$ cat src/rtl/bit_unstuffer.sv
// bit_unstuffer: USB receive-path bit unstuffer.
// Drops the stuffed 0 that follows every MAX_ONES consecutive 1s in the
// NRZI-decoded stream. It frames the surviving data bits for the bit-stream
// decoder using start_decode, end_decode, s_out and out_valid.
// A one-bit hold register delays output by one data bit. This lets
// end_decode always land on a real data bit, even when the packet's last
// input bit is a stuffed bit.
// Optional feature: define UNSTUFF_ERR_CHECK_EN to flag a 1 in a stuffed
// slot as a stuffing violation. The design then parks in ERROR until
// err_ack arrives. With the macro undefined, that bit is silently dropped.
module bit_unstuffer #(
  parameter int MAX_ONES = 6,
  parameter int CNT_W    = 11
) (
  input  logic             clk,
  input  logic             rst,
  input  logic             abort,
  input  logic             in_valid,
  input  logic             s_in,
  input  logic             start_unstuff,
  input  logic             end_unstuff,
  input  logic             err_ack,
  output logic             s_out,
  output logic             out_valid,
  output logic             start_decode,
  output logic             end_decode,
  output logic             stuff_error,
  output logic             unstuffer_wait,
  output logic [CNT_W-1:0] bit_count
);

  localparam int OW = $clog2(MAX_ONES + 1);
  localparam logic [OW-1:0]    ONES_MAX = OW'(MAX_ONES);
  localparam logic [CNT_W-1:0] CNT_SAT  = '1;

  typedef enum logic [1:0] {IDLE, RUN, FLUSH, ERROR} state_t;

  state_t           state_q, state_d;
  logic             hold_q, hold_d;
  logic             hold_vld_q, hold_vld_d;
  logic             first_q, first_d;
  logic [OW-1:0]    ones_cnt_q, ones_cnt_d;
  logic             s_out_q, s_out_d;
  logic             out_valid_q, out_valid_d;
  logic             start_decode_q, start_decode_d;
  logic             end_decode_q, end_decode_d;
  logic             stuff_error_q, stuff_error_d;
  logic             unstuffer_wait_q, unstuffer_wait_d;
  logic [CNT_W-1:0] bit_count_q, bit_count_d;
  logic             emit, emit_end;

`ifndef UNSTUFF_ERR_CHECK_EN
  // Without violation checking the acknowledge has nothing to acknowledge.
  logic unused_err_ack;
  assign unused_err_ack = err_ack;
`endif

  // Next-state, hold/counter updates and the registered output strobe.
  always_comb begin
    state_d        = state_q;
    hold_d         = hold_q;
    hold_vld_d     = hold_vld_q;
    first_d        = first_q;
    ones_cnt_d     = ones_cnt_q;
    s_out_d        = s_out_q;
    out_valid_d    = 1'b0;
    start_decode_d = 1'b0;
    end_decode_d   = 1'b0;
    stuff_error_d  = stuff_error_q;
    bit_count_d    = bit_count_q;
    emit           = 1'b0;
    emit_end       = 1'b0;

    if (abort) begin
      state_d       = IDLE;
      hold_vld_d    = 1'b0;
      first_d       = 1'b0;
      ones_cnt_d    = '0;
      stuff_error_d = 1'b0;
    end else if (in_valid && start_unstuff && (state_q == IDLE || state_q == RUN)) begin
      // A start while RUN restarts: the old packet is dropped without end_decode.
      hold_d      = s_in;
      hold_vld_d  = 1'b1;
      first_d     = 1'b1;
      bit_count_d = '0;
      ones_cnt_d  = s_in ? OW'(1) : '0;
      state_d     = end_unstuff ? FLUSH : RUN;
    end else begin
      case (state_q)
        RUN: begin
          if (in_valid) begin
            if (ones_cnt_q != ONES_MAX) begin
              // Data bit: release the held bit and hold the new one.
              emit       = hold_vld_q;
              hold_d     = s_in;
              hold_vld_d = 1'b1;
              ones_cnt_d = s_in ? ones_cnt_q + OW'(1) : '0;
              if (end_unstuff) state_d = FLUSH;
            end else begin
`ifdef UNSTUFF_ERR_CHECK_EN
              if (s_in) begin
                state_d       = ERROR;
                stuff_error_d = 1'b1;
                hold_vld_d    = 1'b0;
                ones_cnt_d    = '0;
              end else
`endif
              begin
                // Stuffed slot: drop the bit. A packet ending here closes on the held bit.
                ones_cnt_d = '0;
                if (end_unstuff) begin
                  emit       = hold_vld_q;
                  emit_end   = 1'b1;
                  hold_vld_d = 1'b0;
                  state_d    = IDLE;
                end
              end
            end
          end
        end
        FLUSH: begin
          emit       = hold_vld_q;
          emit_end   = 1'b1;
          hold_vld_d = 1'b0;
          state_d    = IDLE;
        end
        ERROR: begin
`ifdef UNSTUFF_ERR_CHECK_EN
          if (err_ack) begin
            state_d       = IDLE;
            stuff_error_d = 1'b0;
          end
`else
          state_d = IDLE;
`endif
        end
        default: ;
      endcase
    end

    if (emit) begin
      out_valid_d    = 1'b1;
      s_out_d        = hold_q;
      start_decode_d = first_q;
      end_decode_d   = emit_end;
      first_d        = 1'b0;
      if (bit_count_q != CNT_SAT) bit_count_d = bit_count_q + CNT_W'(1);
    end

    unstuffer_wait_d = (state_d == IDLE);
  end

  // State and registered outputs.
  always_ff @(posedge clk or posedge rst) begin
    if (rst) begin
      state_q          <= IDLE;
      hold_q           <= 1'b0;
      hold_vld_q       <= 1'b0;
      first_q          <= 1'b0;
      ones_cnt_q       <= '0;
      s_out_q          <= 1'b0;
      out_valid_q      <= 1'b0;
      start_decode_q   <= 1'b0;
      end_decode_q     <= 1'b0;
      stuff_error_q    <= 1'b0;
      unstuffer_wait_q <= 1'b1;
      bit_count_q      <= '0;
    end else begin
      state_q          <= state_d;
      hold_q           <= hold_d;
      hold_vld_q       <= hold_vld_d;
      first_q          <= first_d;
      ones_cnt_q       <= ones_cnt_d;
      s_out_q          <= s_out_d;
      out_valid_q      <= out_valid_d;
      start_decode_q   <= start_decode_d;
      end_decode_q     <= end_decode_d;
      stuff_error_q    <= stuff_error_d;
      unstuffer_wait_q <= unstuffer_wait_d;
      bit_count_q      <= bit_count_d;
    end
  end

  assign s_out          = s_out_q;
  assign out_valid      = out_valid_q;
  assign start_decode   = start_decode_q;
  assign end_decode     = end_decode_q;
  assign stuff_error    = stuff_error_q;
  assign unstuffer_wait = unstuffer_wait_q;
  assign bit_count      = bit_count_q;

endmodule

$ cat config.mk
export PLATFORM = sky130hd
export DESIGN_NAME = bit_unstuffer
export DESIGN_NICKNAME = d
export VERILOG_FILES = /design/src/rtl/bit_unstuffer.sv
export SDC_FILE = /design/constraint.sdc
export NUM_CORES = 1
export LEC_CHECK = 0
export BUFFER_PORTS_ARGS = -buffer_cell sky130_fd_sc_hd__buf_2
export CAP_MARGIN = 40
export CORE_AREA = 2 2 68 70
export CTS_CLUSTER_DIAMETER = 150
export DETAILED_ROUTE_END_ITERATION = 16
export DIE_AREA = 0 0 70 72
export GPL_TIMING_DRIVEN = 1
export SYNTH_ARGS = -nofsm -noshare
export SYNTH_HDL_FRONTEND = slang
export SYNTH_SLANG_ARGS = --single-unit
$ cat constraint.sdc
create_clock -name clk -period 2.25 [get_ports clk]
set_clock_uncertainty 0.05 [all_clocks]
set_input_delay 0.1125 -clock clk [delete_from_list [all_inputs] [get_ports clk]]
set_output_delay 0.1125 -clock clk [all_outputs]
set_load 0.03 [all_outputs]
# After elaboration in Yosys (flattened, before gate mapping)
# Cells that the tools add are included.
[totals] register_bits=24 latch_bits=0 mem_bits_rw=0 mem_bits_ro=0 inputBits=8 out_inout_bits=17 memories=0
[classes] n_addsub=2 n_mul=0 div=0 magnitude_cmp=0 eq_ne=7 shifts=0 muxes=47 bitwise=1 n_reduce_logical=16
[op_table] cell="$mux 11" count=4
[op_table] cell="$mux 1" count=26
[op_table] cell="$mux 3" count=6
[op_table] cell="$mux 2" count=7
[op_table] cell="$add 11x1->11 const B" count=1
[op_table] cell="$ne 11x11->1 const B" count=1
[op_table] cell="$reduce_bool 3->1" count=3
[op_table] cell="$pmux 1 s2" count=3
[op_table] cell="$reduce_bool 2->1" count=3
[op_table] cell="$ne 5x3->1 const B" count=1
[op_table] cell="$eq 2x2->1 const B" count=2
[op_table] cell="$logic_not 2->1" count=2
[op_table] cell="$ne 4x3->1 const B" count=1
[op_table] cell="$pmux 2 s2" count=1
[op_table] cell="$reduce_and 4->1" count=1
[op_table] cell="$reduce_bool 4->1" count=1
[op_table] cell="$add 3x1->3 const B" count=1
[op_table] cell="$ne 3x3->1 const B" count=1
[op_table] cell="$reduce_and 3->1" count=1
[op_table] cell="$eq 2x1->1 const B" count=1
[op_table] cell="$logic_and 1x1->1" count=2
[op_table] cell="$reduce_and 2->1" count=1
[op_table] cell="$reduce_or 2->1" count=1
[op_table] cell="$logic_or 1x1->1" count=1
[op_table] cell="$not 1->1" count=1

# Depth between registers and ports, before layout
[logic_depth] word_depth=7 ltp_mapped=8

# Worst setup path before layout
# Ideal clock, no wire load.
[synth_timing] path_kind="reg-to-reg" start="register state_q[1]" end="register s_out_q, in the netlist s_out" setup_time_ns=0.125 arrival_ns=1.830 setup_slack_ns=0.245 stages_incl_launch_ff=8 period_less_slack_ns=2.005 cell_sequence="dfrtp_1 inv_1 ha_1 buf_6 o211a_1 or3_4 nor2_2 mux2_2"
[synth_between] elab_chain_len=5 elab_cells_between_ends=8
[synth_rtl] element="start: declaration" line_no="38" source="state_t state_q, state_d;"
[synth_rtl] element="start signal: assignment" line_no="169" source="state_q <= state_d;"
[synth_rtl] element="parallel branches: the longest is 3 deep, another holds $eq 2x2->1"
[synth_rtl] element="$mux 1 *" line_no="80" source="end else if (in_valid && start_unstuff && (state_q == IDLE || state_q == RUN)) begin"
[synth_rtl] element="$mux 1 *" line_no="74" source="if (abort) begin"
[synth_rtl] element="net emit" line_no="50" source="logic emit, emit_end;"
[synth_rtl] element="end signal: assignment" line_no="174" source="s_out_q <= s_out_d;"
[synth_rtl] element="end: declaration" line_no="43" source="logic s_out_q, s_out_d;"
# Mark *: on every way through the listed nets, which the timed path passes.
# A chain may end at the register's enable or synchronous reset.

# Worst setup path after layout
[layout_timing] start="register state_q[1]" end="register bit_count_q[0], in the netlist bit_count[0]"
[layout_between] elab_chain_len=7 elab_cells_between_ends=12
[layout_rtl] element="$eq 2x1->1 / $logic_not 2->1 (equally long branches)" line_no="80, 89"
[layout_rtl] element="$logic_or 1x1->1" line_no="80"
[layout_rtl] element="$logic_and 1x1->1" line_no="80"
[layout_rtl] element="$mux 11" line_no="80"
[layout_rtl] element="$mux 11" line_no="74"
[layout_rtl] element="$mux 11" line_no="147" source="if (bit_count_q != CNT_SAT) bit_count_d = bit_count_q + CNT_W'(1);"
[layout_rtl] element="$mux 11 *" line_no="141" source="if (emit) begin"
[layout_rtl] element="net bit_count_d[0]" line_no="49" source="logic [CNT_W-1:0] bit_count_q, bit_count_d;"
[layout_rtl] element="end signal: assignment" line_no="180" source="bit_count_q <= bit_count_d;"
[layout_rtl] element="end: declaration" line_no="49"
# The timed path passes the listed nets; every way through them passes the cells marked *.

==> out/qor.csv <==
stage,metric,value,unit
clocking,cts_max_level,1,
floorplan,rows,24,
final_layout,nets,191,
routing,drc,0,
placed_design,port_buffers,22,
yosys,yosysMostFrequentCell,dfrtp_1,
yosys,syn_area,0.00145,mm2
floorplan,core,0.00426,mm2
sta,slew_viol_final,0,
run,maxCapViolCount,0,
placed_design,place_area,0.00162,mm2
critical_path,crit_arrival,2.21,ns
power,power.share.switching,0.272,
critical_path,cp-start-kind,flip-flop,
routing,wl_per_cell,14.5,um
clocking,cts_tree,built,
clocking,cts_resized,0,
yosys,netlist_top_cells_count,"dfrtp_1, nand2_1, inv_1, nand4_1",
sta,finalCritPeriodShare,0.943,
power,cell_internal_pwr,0.662,mW
clocking,clockRootBuffer,clkbuf_8,
critical_path,critPathMaxFanout,7,
yosys,synth.top_cell.area_share,0.397,
final_layout,drive_above_1_share,0.233,
yosys,yosysWarnings,0,
clocking,clkSlewWorstSetupHoldPaths,0.09,ns
outcome,run_status,completed,
clocking,cts_inserted_buffers,3,
global_routing,grt_pass1_wl,5730,um
routing,vias,1260,
critical_path,cp-end-kind,flip-flop,
yosys,yosys-top-cells-area,"dfrtp_1, ha_1, nand2_1",
clocking,clock-sinks,24,
global_routing,gr-total-overflow,0,
routing,vias_per_cell,5.53,
floorplan,initial_core_util,0.340,
power,p_leak,0.785,nW
floorplan,die_area,0.00504,mm2
clocking,clkLatencyLatePin,0.27,ns
power,power,0.910,mW
sta,finalSetupTns,0,ns
power,p_sw,0.247,mW
yosys,synth_largest_area_cell,dfrtp_1,
sta,max_freq,471,MHz
power,ir_worst_vdd,268,uV
sta,finalCriticalPeriod,2.12,ns
final_layout,diodes,0,
final_layout,postLayoutCoreUtil,0.394,
floorplan,io_pins,25,
power,clockPowerShare,0.334,
routing,dr.pass1.iters,4,
placed_design,gp_congestion,0.886,
final_layout,area_growth,15.8,%
global_routing,antenna_found_initial,0,
sta,fin_hold_ws,0.0453,ns
sta,finalHoldViolCount,0,
clocking,cts_buffer_depth,2,
yosys,synth.distinct_cells,51,
sta,max_slew_margin,0.636,
global_routing,grt_pass1_vias,1219,
yosys,synth_seq_cells,24,
yosys,synth_edf_count,0,
yosys,synth_flop_cell,dfrtp_1,
global_routing,grt_max_degree,25,
yosys,postSynthAreaPerCell,9.55,um2
routing,first_iter_violations,191,
final_layout,design_area,0.00168,mm2
power,pwr_density_cell,541,mW/mm2
yosys,syn_nets,166,
routing,routed_wl,3300,um
power,p_comb_frac,0.151,
global_routing,track_usage,0.140,
yosys,ys_seq_area_frac,0.415,
yosys,syn_inst,152,
yosys,synth-async-reset-ratio,1.00,
routing,ant_nets,0,
min_path,hold_path.class,in2reg,
sta,final-setup-viol-count,0,
sta,tightest_slew,0.544,ns
sta,grt_setup_unrepaired,false,
placed_design,dp_hpwl,2410,um
power,seqPwrFrac,0.514,
floorplan,die_w,70,um
floorplan,die_h,72,um
critical_path,worstSetupPathType,reg2reg,
critical_path,cp.required,2.34,ns
[worst paths after layout]
kind,startpoint,to,slack [ns],cells after the start
setup reg to reg,state_q[1]$_DFF_PP0_,bit_count[0]$_DFF_PP0_,0.13,6
setup / recovery,state_q[1]$_DFF_PP0_,bit_count[0]$_DFF_PP0_,0.13,6
hold reg to reg,s_out$_DFFE_PP0P_,s_out$_DFFE_PP0P_,0.47,1
max in group asynchronous,rst,unstuffer_wait$_DFF_PP1_,1.48,4
hold / removal,s_in,ones_cnt_q[0]$_DFFE_PP0P_,0.05,2
min in group asynchronous,rst,out_valid$_DFF_PP0_,0.37,4
[cell usage in the layout, fill, tap and decap left out, drive strengths merged, types with 2 or more instances in the layout]
master,Yosys,final
nand2,14,14
o21bai,2,2
nor2b,2,2
nor3,3,3
inv,13,13
ha,6,6
clkbuf,2,4
mux2i,3,3
dfrtp,23,23
a41oi,2,2
or2,2,2
nor4,2,2
o211a,2,2
nor2,6,6
a31oi,2,2
a31o,2,2
buf,5,26
and4,3,3
nand2b,2,2
o2111ai,3,3
o21ai,6,6
nand4,7,7
mux2,2,2
o31ai,2,2
nand3b,2,2
nand3,5,5
and3,2,2
o211ai,3,3
o221ai,2,2
a21oi,6,6
[what timing repair did]
item / in CTS / in global routing
hold buffers: 1 / 0
endpoints found under the hold margin: 23 / 0
setup buffers: 0 / 0
endpoints found under the setup margin: 0 / 6
[flip-flops by register name, summed over array words and instances, names as in the netlist]
signal / count
ones_cnt_q: 3
state_q: 2
unstuffer_wait: 1
hold_vld_q: 1
start_decode: 1
bit_count: 11
s_out: 1
end_decode: 1
out_valid: 1
first_q: 1
hold_q: 1
[worst max-delay path, stage by stage, from the launching register on]
cell,delay (ns)
dfrtp_1,0.41
inv_1,0.09
ha_1,0.25
o211a_1,0.28
or3_4,0.41
o31ai_4,0.36
mux2i_1,0.14
[cell type report]
type,count,area [um2]
clock buffer,4,55.1
fill,438,2580
inverter,13,48.8
multi-input combinational,108,759
sequential,24,602
tap,52,65.1
timing repair buffer,27,150
[cells by family after synthesis]
kind of cell / count (synthesis) / share of synthesized area
XOR/XNOR: 1 / 0.00604
AO/OA/AOI/OAI: 42 / 0.226
multiplexers: 5 / 0.0362
other: 1 / 0.00258
AND/OR/NAND/NOR: 53 / 0.201
buffers and inverters: 20 / 0.0621
flip-flops: 24 / 0.415
adder cells (fa/ha/maj): 6 / 0.0517
[through the flow]
step,std cells,worst slack [ns]
6_report,228,0.128
2_1_floorplan,152,0.245
5_1_grt,228,0.00836
4_1_cts,228,0.0838
3_5_place_dp,223,0.0942
3_3_place_gp,223,0.150
[per-layer routing]
metal / up-vias / share of wire / track usage
li1: 611 / - / -
met5: - / 0 / 0
met2: 37 / 0.48 / 0.239
met3: 4 / 0.057 / 0.0319
met1: 608 / 0.45 / 0.182
met4: 0 / 0.010 / 0.0321
[power by group through the flow]
stage | Clock [mW] | Combinational (mW) | Sequential (mW)
finish | 0.304 | 0.138 | 0.468
global route | 0.331 | 0.155 | 0.471
CTS | 0.313 | 0.138 | 0.468
detailed placement | 0 | 0.136 | 0.476
global placement | 0 | 0.132 | 0.475
floorplan | 0 | 0.0904 | 0.484
Note: power is estimated with default switching activity, not from simulation.
